**src/rtl/gol_gen_sequencer.sv**
```systemverilog
// Sequences the Game of Life row register file through whole generations,
// holding computed rows back until no remaining read still needs the old row.
module gol_gen_sequencer #(
  parameter int unsigned WIDTH   = 8,
  parameter int unsigned REGBITS = 3,
  parameter int unsigned GENBITS = 8
) (
  input  logic               ph1,
  input  logic               reset,
  input  logic               start,
  input  logic [GENBITS-1:0] gens,
  input  logic               load_valid,
  input  logic [REGBITS-1:0] load_addr,
  input  logic [WIDTH-1:0]   load_data,
  output logic               load_ready,
  input  logic [REGBITS-1:0] rd_addr,
  input  logic [WIDTH-1:0]   next_row,
  output logic [REGBITS-1:0] ra,
  output logic               regwrite,
  output logic [REGBITS-1:0] wa,
  output logic [WIDTH-1:0]   wd,
  output logic               busy,
  output logic               done,
  output logic [GENBITS-1:0] gen_count
);

  localparam int unsigned N = 1 << REGBITS;

  typedef enum logic [1:0] {IDLE, CALC, FLUSH, DONE} state_t;

  state_t             state, state_n;
  logic [REGBITS-1:0] r, r_n;
  logic [1:0]         f, f_n;
  logic [WIDTH-1:0]   nb0, nb0_n, nb1, nb1_n, save0, save0_n;
  logic [GENBITS-1:0] gcnt, gcnt_n, gen_count_n;

  // State register
  always_ff @(posedge ph1) begin
    if (reset) begin
      state     <= IDLE;
      r         <= '0;
      f         <= '0;
      nb0       <= '0;
      nb1       <= '0;
      save0     <= '0;
      gcnt      <= '0;
      gen_count <= '0;
    end else begin
      state     <= state_n;
      r         <= r_n;
      f         <= f_n;
      nb0       <= nb0_n;
      nb1       <= nb1_n;
      save0     <= save0_n;
      gcnt      <= gcnt_n;
      gen_count <= gen_count_n;
    end
  end

  // Next state and output decode
  always_comb begin
    state_n     = state;
    r_n         = r;
    f_n         = f;
    nb0_n       = nb0;
    nb1_n       = nb1;
    save0_n     = save0;
    gcnt_n      = gcnt;
    gen_count_n = gen_count;
    load_ready  = 1'b0;
    ra          = r;
    regwrite    = 1'b0;
    wa          = '0;
    wd          = '0;
    busy        = 1'b0;
    done        = 1'b0;

    case (state)
      IDLE: begin
        load_ready = 1'b1;
        ra         = rd_addr;
        regwrite   = load_valid;
        wa         = load_addr;
        wd         = load_data;
        if (start) begin
          gcnt_n      = gens;
          gen_count_n = '0;
          r_n         = '0;
          state_n     = (gens == '0) ? DONE : CALC;
        end
      end

      CALC: begin
        busy  = 1'b1;
        nb1_n = nb0;
        nb0_n = next_row;
        if (r == '0) save0_n = next_row;
        // Row r-2 is no longer read once the window has moved past r-1
        if (r >= REGBITS'(3)) begin
          regwrite = 1'b1;
          wa       = r - REGBITS'(2);
          wd       = nb1;
        end
        if (r == REGBITS'(N - 1)) begin
          f_n     = '0;
          state_n = FLUSH;
        end else begin
          r_n = r + REGBITS'(1);
        end
      end

      FLUSH: begin
        busy     = 1'b1;
        regwrite = 1'b1;
        case (f)
          2'd0: begin
            wa  = REGBITS'(N - 2);
            wd  = nb1;
            f_n = 2'd1;
          end
          2'd1: begin
            wa  = REGBITS'(N - 1);
            wd  = nb0;
            f_n = 2'd2;
          end
          default: begin
            wa          = '0;
            wd          = save0;
            gen_count_n = gen_count + GENBITS'(1);
            gcnt_n      = gcnt - GENBITS'(1);
            f_n         = '0;
            r_n         = '0;
            state_n     = (gcnt == GENBITS'(1)) ? DONE : CALC;
          end
        endcase
      end

      DONE: begin
        done    = 1'b1;
        state_n = IDLE;
      end

      default: state_n = IDLE;
    endcase
  end

endmodule

```
**config.mk**
```make
export PLATFORM = sky130hd
export DESIGN_NAME = gol_gen_sequencer
export DESIGN_NICKNAME = d
export VERILOG_FILES = /design/src/rtl/gol_gen_sequencer.sv
export SDC_FILE = /design/constraint.sdc
export NUM_CORES = 1
export LEC_CHECK = 0
export CORE_AREA = 3 3 73 75
export CTS_CLUSTER_SIZE = 12
export DETAILED_ROUTE_END_ITERATION = 10
export DIE_AREA = 0 0 76 78
export GPL_TIMING_DRIVEN = 1
export PLACE_DENSITY = 0.87
export SLEW_MARGIN = 20
export SYNTH_ARGS = -nofsm -noshare
export SYNTH_HDL_FRONTEND = slang
export SYNTH_SLANG_ARGS = --single-unit
export TNS_END_PERCENT = 50
```
**constraint.sdc**
```tcl
create_clock -name ph1 -period 3.2 [get_ports ph1]
set_input_delay 0.64 -clock ph1 [delete_from_list [all_inputs] [get_ports ph1]]
set_output_delay 0.64 -clock ph1 [all_outputs]
set_load 0.02 [all_outputs]
```
==> run_results.csv <==
group,metric,value,unit
place,numPortBuffers,59,
timing,finalSetupViolCount,0,
layout,layout.area.seq,940.9,µm²
yosys,synthAdderAreaFrac,0.06360,
flow_run,max_cap_viol_count,0,
layout,drive_above_1_share,0.06793,
timing,max-slew-margin-rel,0.5469,
yosys,ys_types,46,
clock_tree,cts_tree,"done",
routing,vias_per_cell,5.832,
timing,skew,0.01233,ns
power_and_ir_drop,vdd_drop_max,644.8,µV
layout,syn2layout_area_growth,30.68,%
clock_tree,clk_latency,0.31,ns
clock_tree,post_cts_buffers,0,
timing,hold_ws,0.4759,ns
yosys,syn_nets,359,
floorplanning,io_pins,60,
yosys,yosys_warnings,0,
yosys,ys.flop_type,"dfxtp_1",
yosys,synthCells,312,
yosys,yosys.area_share.simple,0.2177,
grt,first_global_vias,2587,
routing,drc,0,
clock_tree,cts.path.max_buffers,2,
yosys,synth-edff-count,0,
grt,antenna_found_initial,0,
floorplanning,core_region_area,4723,µm²
routing,drt-total-wl,6909,µm
yosys,ys_seq_elements,47,
yosys,netlist.area_leader.share,0.3679,
yosys,yosysTopAreaCell,"dfxtp_1",
routing,ant_nets,0,
power_and_ir_drop,p_leak,1.318,nW
run_status,status,"completed",
setup_path,critical_path_class,"flop to output pin",
yosys,synth_top_family_by_area,"simple AND/OR/NAND/NOR gates",
clock_tree,cts_buffers,5,
yosys,synthesis.area,2557,µm²
yosys,yosys-top-cells-count,"48 x nor2_1, 47 x dfxtp_1, 27 x a21oi_1, 27 x nand2_1, 25 x mux2i_1",
yosys,yosys-mux-area-fraction,0.1023,
layout,diodes,0,
timing,hold_violations,0,
timing,fin_crit_sh,0.9861,
grt,grt_max_degree,44,
clock_tree,htree_levels,2,
timing,tightest_slew,0.6745,ns
yosys,synth_most_common_cell,"nor2_1",
grt,overflow,0,
hold_path,hp-class,"flop to flop",
routing,drt_iter0_markers,182,
setup_path,crit_arrival,2.52,ns
layout,multi_input_area,1501,µm²
timing,period_minus_slack,3.155,ns
clock_tree,cts_root_buf,"clkbuf_8",
grt,grtUsageTotal,0.2395,
clock_tree,cts.sinks,47,
power_and_ir_drop,powerDensity,824.7,nW/µm²
setup_path,cp-start-kind,"flop",
clock_tree,clk_pin_slew,0.10,ns
yosys,avgSynthCellArea,8.197,µm²
floorplanning,start_util,0.5415,
floorplanning,dieArea,5928,µm²
grt,grt_pass1_wl,11490,µm
yosys,synth_area_leaders,"dfxtp_1 37%, mux2i_1 9.8%, nor2_1 7.0%",
yosys,synth_compound_area_frac,0.1932,
timing,fmax,316.9,MHz
yosys,ys_seq_area_frac,0.3679,
floorplanning,rows,25,
yosys,async_reset_ff_frac,0,
layout,nFillCells,384,
routing,wl_per_cell,15.88,µm
timing,rsz0062_at_grt,"yes",
yosys,synth_xor_area_frac,0.003425,
timing,drv_slew,0,
place,place_congestion,0.8765,
routing,vias,2537,
setup_path,cp_max_fo,10,
floorplanning,die-width,76,µm
floorplanning,die_h,78,µm
routing,first_pass_iters,6,
clock_tree,hold_buffers,0,
place,dpl.hpwl,4751,µm
setup_path,required,2.56,ns
power_and_ir_drop,fin_total_pwr,2.756,mW
setup_path,endpoint_kind,"output pin",
layout,utilization,0.7076,
layout,nNetsFinal,414,
==> through the flow <==
| stage | area, µm² | cells | TNS, ns | setup WS, ns |
|---|---|---|---|---|
| 6_report | 3342 | 435 | 0 | 0.04455 |
| 2_1_floorplan | 2557 | 312 | 0 | 0.7253 |
| 4_1_cts | 3326 | 435 | 0 | 0.01129 |
| 3_3_place_gp | 3201 | 427 | 0 | 0.3102 |
| 5_1_grt | 3342 | 435 | -0.1027 | -0.04228 |
| 3_5_place_dp | 3201 | 427 | 0 | 0.2527 |
==> registers in the layout, indices dropped and copies added, names as in the netlist <==
signal     cells
nb0            8
nb1            8
f              2
gcnt           8
save0          8
state          2
gen_count      8
r              3
==> cells by family after synthesis <==
kind of cell / after synthesis
compound gates: 76
mux: 26
fa+ha+maj: 13
flops: 47
buf+inv: 31
simple gates: 118
xor+xnor: 1
==> cell usage in the layout (no fill, tap or decap), drive strengths merged, types with 2 or more instances in the layout <==
cell type | netlist | final
a211oi | 2 | 2
a21o | 2 | 2
a21oi | 27 | 27
a221oi | 3 | 3
a222oi | 8 | 8
a22oi | 2 | 2
a31oi | 4 | 4
and3 | 2 | 2
and3b | 2 | 2
buf | 5 | 7
clkbuf | 13 | 5
clkdlybuf4s50 | 0 | 54
dfxtp | 47 | 47
dlymetal6s2s | 0 | 4
ha | 13 | 13
inv | 13 | 14
mux2i | 25 | 25
nand2 | 27 | 27
nand2b | 6 | 6
nand3 | 8 | 8
nor2 | 48 | 48
nor2b | 3 | 3
nor3 | 7 | 7
nor4 | 3 | 3
o211ai | 4 | 4
o21ai | 15 | 15
or3 | 6 | 6
or4 | 2 | 2
==> worst paths after layout <==
kind	cells past startpoint	end	slack (ns)	from
min reg2reg	2	gcnt[1]	0.48	gcnt[1]
max	7	wd[0]	0.04	state[0]
min	2	gcnt[1]	0.48	gcnt[1]
max reg2reg	6	gcnt[7]	0.69	state[1]
==> power by group <==
| group | leakage, nW | switching, mW | total [mW] | internal [mW] |
|---|---|---|---|---|
| sequential | 0.383 | 0.118 | 0.826 | 0.708 |
| clock | 0.0548 | 0.217 | 0.453 | 0.236 |
| combinational | 0.881 | 0.845 | 1.48 | 0.632 |
| total | 1.32 | 1.18 | 2.76 | 1.58 |
==> per-layer routing <==
layer  vias to the layer above  track usage  share of wire
met5                         -            0              0
met4                         0       0.1214          0.028
met3                        19      0.05800          0.077
met2                       123       0.4184           0.48
met1                      1171       0.2727           0.41
li1                       1224            -              -
==> final cells by class <==
cell class / instances / area share
Clock buffer: 5 / 0.02059
Clock inverter: 3 / 0.01385
Inverter: 13 / 0.01460
Multi-Input combinational cell: 234 / 0.4493
Sequential cell: 47 / 0.2815
Tap cell: 67 / 0.02508
Timing Repair Buffer: 66 / 0.1951
==> repair_timing <==
item                                    CTS  global route
pin swaps                                 1             0
endpoints found under the setup margin    8            10
hold endpoints to repair                  0             0
gates resized for setup                   4             6
==> critical path, cell delays in order (launching register included) <==
cell and delay [ns]:
dfxtp_1 0.42, inv_1 0.10, ha_1 0.25, nor2b_4 0.15
and2_2 0.28, a222oi_1 0.33, a21oi_1 0.11, clkdlybuf4s50_1 0.56
Note: power is estimated with default switching activity, not from simulation.
